--- config.mk ---
export PLATFORM = sky130hd
export DESIGN_NAME = seq_alu
export DESIGN_NICKNAME = d
export VERILOG_FILES = /design/src/rtl/seq_alu.sv
export SDC_FILE = /design/constraint.sdc
export NUM_CORES = 1
export LEC_CHECK = 0
export CORE_MARGIN = 3
export CORE_UTILIZATION = 39
export DETAILED_ROUTE_END_ITERATION = 8
export GPL_ROUTABILITY_DRIVEN = 0
export SLEW_MARGIN = 20
export SYNTH_ARGS = -nofsm -noshare
export SYNTH_HDL_FRONTEND = slang
export SYNTH_SLANG_ARGS = --single-unit
--- constraint.sdc ---
create_clock -name clk -period 9.4 [get_ports clk]
set_input_delay 0.94 -clock clk [delete_from_list [all_inputs] [get_ports clk]]
set_output_delay 0.94 -clock clk [all_outputs]
set_load 0.02 [all_outputs]
--- src/rtl/seq_alu.sv ---
// Sequential ALU: single-cycle logic/arith/shift ops, iterative shift-add
// multiply, valid/ready handshake on both request and result sides.
module seq_alu #(
  parameter int WIDTH = 16
) (
  input  logic             clk,
  input  logic             rst,
  input  logic             in_valid,
  output logic             in_ready,
  input  logic [3:0]       ALUctl,
  input  logic [WIDTH-1:0] A,
  input  logic [WIDTH-1:0] B,
  output logic             out_valid,
  input  logic             out_ready,
  output logic [WIDTH-1:0] Out,
  output logic [3:0]       Outcond
);

  localparam int SHW = $clog2(WIDTH);
  localparam logic [SHW:0] CNT_INIT = (SHW+1)'(WIDTH);
  localparam logic [SHW:0] CNT_ONE  = (SHW+1)'(1);

  typedef enum logic [1:0] {IDLE, MULT, DONE} state_t;
  typedef enum logic [3:0] {
    OP_ADD = 4'd0, OP_SUB = 4'd1, OP_AND = 4'd2, OP_OR  = 4'd3,
    OP_XOR = 4'd4, OP_CMP = 4'd5, OP_MOV = 4'd6, OP_SLL = 4'd7,
    OP_SRL = 4'd8, OP_SRA = 4'd9, OP_MUL = 4'd10
  } op_t;

  state_t state, state_nx;

  logic [SHW:0]     cnt;
  logic [WIDTH-1:0] mul_a, mul_hi, mul_lo;
  logic             accept;
  logic             is_mul;

  logic [WIDTH-1:0] alu_res;
  logic             alu_c, alu_v;
  logic [WIDTH:0]   wide;
  logic [SHW-1:0]   sh;

  logic [WIDTH:0]   step_sum;
  logic [WIDTH-1:0] step_hi, step_lo;
  logic             mul_last;

  assign in_ready  = !rst && ((state == IDLE) || ((state == DONE) && out_ready));
  assign accept    = in_valid && in_ready;
  assign is_mul    = (ALUctl == OP_MUL);
  assign out_valid = (state == DONE);
  assign sh        = B[SHW-1:0];

  // Single-cycle result and flags from the live operands (used on acceptance).
  // Shifts run one bit wider so the last bit shifted out lands in the carry.
  always_comb begin
    alu_res = '0;
    alu_c   = 1'b0;
    alu_v   = 1'b0;
    wide    = '0;
    case (ALUctl)
      OP_ADD: begin
        wide             = {1'b0, A} + {1'b0, B};
        {alu_c, alu_res} = wide;
        alu_v            = (A[WIDTH-1] == B[WIDTH-1]) && (alu_res[WIDTH-1] != A[WIDTH-1]);
      end
      OP_SUB, OP_CMP: begin
        wide             = {1'b0, A} - {1'b0, B};
        {alu_c, alu_res} = wide;
        alu_v            = (A[WIDTH-1] != B[WIDTH-1]) && (alu_res[WIDTH-1] != A[WIDTH-1]);
      end
      OP_AND: alu_res = A & B;
      OP_OR:  alu_res = A | B;
      OP_XOR: alu_res = A ^ B;
      OP_MOV: alu_res = B;
      OP_SLL: begin
        wide             = {1'b0, A} << sh;
        {alu_c, alu_res} = wide;
      end
      OP_SRL: begin
        wide             = {A, 1'b0} >> sh;
        {alu_res, alu_c} = wide;
      end
      OP_SRA: begin
        wide             = $signed({A, 1'b0}) >>> sh;
        {alu_res, alu_c} = wide;
      end
      default: ;
    endcase
  end

  // One shift-add multiply step: conditionally add multiplicand to the high
  // half, then shift the whole {hi,lo} product right by one.
  always_comb begin
    step_sum = {1'b0, mul_hi} + (mul_lo[0] ? {1'b0, mul_a} : '0);
    step_hi  = step_sum[WIDTH:1];
    step_lo  = {step_sum[0], mul_lo[WIDTH-1:1]};
    mul_last = (state == MULT) && (cnt == CNT_ONE);
  end

  // State register.
  always_ff @(posedge clk) begin
    if (rst) state <= IDLE;
    else     state <= state_nx;
  end

  // Next-state logic.
  always_comb begin
    state_nx = state;
    case (state)
      IDLE: if (accept) state_nx = is_mul ? MULT : DONE;
      MULT: if (mul_last) state_nx = DONE;
      DONE: begin
        if (accept)         state_nx = is_mul ? MULT : DONE;
        else if (out_ready) state_nx = IDLE;
      end
      default: state_nx = IDLE;
    endcase
  end

  // Multiplier registers, step counter and result/flag registers.
  always_ff @(posedge clk) begin
    if (rst) begin
      cnt     <= '0;
      mul_a   <= '0;
      mul_hi  <= '0;
      mul_lo  <= '0;
      Out     <= '0;
      Outcond <= '0;
    end else begin
      if (accept && is_mul) begin
        mul_a  <= A;
        mul_hi <= '0;
        mul_lo <= B;
        cnt    <= CNT_INIT;
      end else if (state == MULT) begin
        mul_hi <= step_hi;
        mul_lo <= step_lo;
        cnt    <= cnt - CNT_ONE;
      end

      if (accept && !is_mul) begin
        Out     <= alu_res;
        Outcond <= {alu_res[WIDTH-1], alu_res == '0, alu_c, alu_v};
      end else if (mul_last) begin
        Out     <= step_lo;
        Outcond <= {step_lo[WIDTH-1], step_lo == '0, |step_hi, 1'b0};
      end
    end
  end

endmodule
==> flow_summary.toml <==
[layout]
drive_gt1_frac = 0.0753
synthToLayoutAreaGrowth_pct = 12.2
multi_input_area_sq_um = 6090
fin_cells = 1333
register_area_sq_um = 1480
fin_nets = 1168
fillers = 2135
layout_commonest_cell = "nand2_1"
antenna_cells = 0
layout_common_cells = "nand2_1, a21oi_1, nor2_1"

[drt]
drc = 0
wirelength_um = 28300
drtIter0Drc = 834
wl_per_cell_um = 21.2
num_vias = 8333
ant_nets = 0
viasPerCell = 6.25
firstDrtPassIters = 5

[timing]
slew_violations = 0
slew_headroom = 0.366
finalHoldViolations = 0
max_freq_mhz = 213
tightest_slew_ns = 0.938
finalSetupViolations = 0
skew_ns = 0.00782
rsz0062_at_grt = "no"
worst_slack_ns = 4.69
fin_setup_tns_ns = 0
post-route-min-period_ns = 4.71
period_share = 0.501

[global_route]
antenna_found_initial = 0
gr-total-overflow = 0
grt_pass1_wl_um = 44300
grt.total_usage = 0.250
grt_max_degree = 60
grt_pass1_vias = 7685

[critical_path]
r2r_slack_ns = 5.93
worstSetupPathType = "in2reg"
required_ns = 9.64
reg2reg_from = "mul_lo[0]$_SDFFE_PP0P_"
arrival_ns = 4.94
worstRegToRegCells = 13
startpoint_type = "primary input"
worstSetupEndpointType = "flip-flop"
r2r-end = "Outcond[1]$_SDFFE_PP0P_"
path_max_fanout = 43

[hold_path]
worstHoldStart = "mul_a[0]$_SDFFE_PP0P_"
min_to = "mul_a[0]$_SDFFE_PP0P_"
hold_depth = 2
hp-class = "reg2reg"

[floorplan]
pin_count = 62
die_area_sq_um = 22500
coreArea_sq_um = 20300
die_w_um = 150
rows = 52
die_h_um = 150
initial_core_util = 0.399

[pwr]
powerDensity_nw_per_um2 = 106
peakVddDrop_mv = 0.0905
finalPower_mw = 0.963
power_leakage_nw = 3.44

[clock_tree]
hold_buffers = 0
clock_path_buffers = 2
clk_pin_slew_ns = 0.06
post-cts-setup-buffer-count = 0
numCtsBuffers = 9
clock_latency_ns = 0.33
ctsRootBufferMaster = "clkbuf_16"
cts-resized-gates = 0
cts_num_sinks = 74
cts_tree = "done"
htreeDepth = 3

[logic_synthesis]
synth-seq-area-share = 0.183
synth_edf_count = 0
synth-seq-cells = 74
syn_area_sq_um = 8090
synth_cell_type_count = 91
syn_nets = 1162
synth.avg_cell_area_sq_um = 7.69
synth-main-ff-cell = "dfxtp_1"
syn_inst = 1052
ys_warn_count = 0
postSynth.asyncResetShare = 0

[place]
pre_cts_ws_ns = 4.51
port-buffer-count = 61
dp_hpwl_um = 21200
dp.cells = 1317

[run_status]
outcome = "complete, no violations"

[job]
maxCapViolations = 0
-- worst max path at each step --
stage | from | end | slack (ns) | cells past startpoint
after floorplan | B[2] | Outcond[2]$_SDFFE_PP0P_ | 5.52 | 11
after global placement | B[2] | Outcond[2]$_SDFFE_PP0P_ | 4.55 | 11
after detailed placement | B[2] | Outcond[2]$_SDFFE_PP0P_ | 4.51 | 13
after CTS | B[2] | Outcond[2]$_SDFFE_PP0P_ | 4.80 | 13
after global routing | B[2] | Outcond[2]$_SDFFE_PP0P_ | 4.33 | 13
final | B[2] | Outcond[2]$_SDFFE_PP0P_ | 4.69 | 13
-- cells in the mapped netlist, types with 14 or more instances --
| cell type | instances | area share |
|---|---|---|
| a211oi_1 | 24 | 0.022 |
| a21oi_1 | 115 | 0.071 |
| a22oi_1 | 32 | 0.030 |
| and2_1 | 20 | 0.015 |
| clkbuf_1 | 63 | 0.029 |
| dfxtp_1 | 74 | 0.18 |
| ha_1 | 67 | 0.10 |
| inv_1 | 51 | 0.024 |
| mux2i_1 | 18 | 0.022 |
| mux4_2 | 22 | 0.061 |
| nand2_1 | 118 | 0.055 |
| nand2b_1 | 18 | 0.014 |
| nand3_1 | 17 | 0.011 |
| nor2_1 | 78 | 0.036 |
| nor2b_1 | 16 | 0.012 |
| nor3_1 | 17 | 0.011 |
| o211ai_1 | 14 | 0.013 |
| o21ai_0 | 23 | 0.014 |
-- critical path, cell delays in order --
cell             delay (ns)
clkdlybuf4s50_1        0.45
buf_4                  0.37
inv_2                  0.29
ha_1                   0.53
nand2b_1               0.22
a21oi_1                0.11
a2111oi_1              0.51
o211ai_2               0.17
nor4_1                 0.36
nor4b_2                0.31
nor4b_2                0.31
nand4_1                0.14
o41ai_2                0.20
-- layout make-up --
cell class | count | area share
multi-input cells | 844 | 0.671
flip-flops and latches | 74 | 0.163
repair buffers | 74 | 0.0763
well taps | 270 | 0.0372
clock buffers | 10 | 0.0252
inverters | 55 | 0.0227
clock inverters | 6 | 0.00482
-- metal layers --
metal	GRT usage	vias to the layer above	share of wire
li1	-	3932	-
met1	0.362	3962	0.44
met2	0.370	381	0.44
met3	0.0421	58	0.082
met4	0.0924	0	0.040
met5	0	-	0
-- metrics by stage --
stage	hold WS, ns	instance area, sq um	util
final	0.451	9080	0.447
after global routing	0.466	9080	0.447
after CTS	0.452	9080	0.447
after detailed placement	0.444	8810	0.434
after global placement	0.442	8810	0.434
after floorplan	0.432	8090	-
-- power breakdown --
group          internal, mW  switching (mW)
logic                 0.124           0.198
registers             0.321         0.00533
clock network         0.179           0.136
-- state kept, by name, indices dropped and copies added, names as in the netlist --
signal   flops
Out         16
mul_a       16
mul_hi      16
mul_lo      16
cnt          5
Outcond      3
state        2
-- cells by family (layout without fill, tap and decap cells) --
family          after synthesis  in the layout  share of synthesized area
flops                        74             74                      0.183
fa+ha+maj                    70             70                      0.111
buf+inv                     134            145                     0.0662
xor+xnor                     17             17                     0.0184
simple gates                360            360                      0.226
mux                          47             47                     0.0960
compound gates              350            350                      0.300
(Power assumes the default switching activity.)
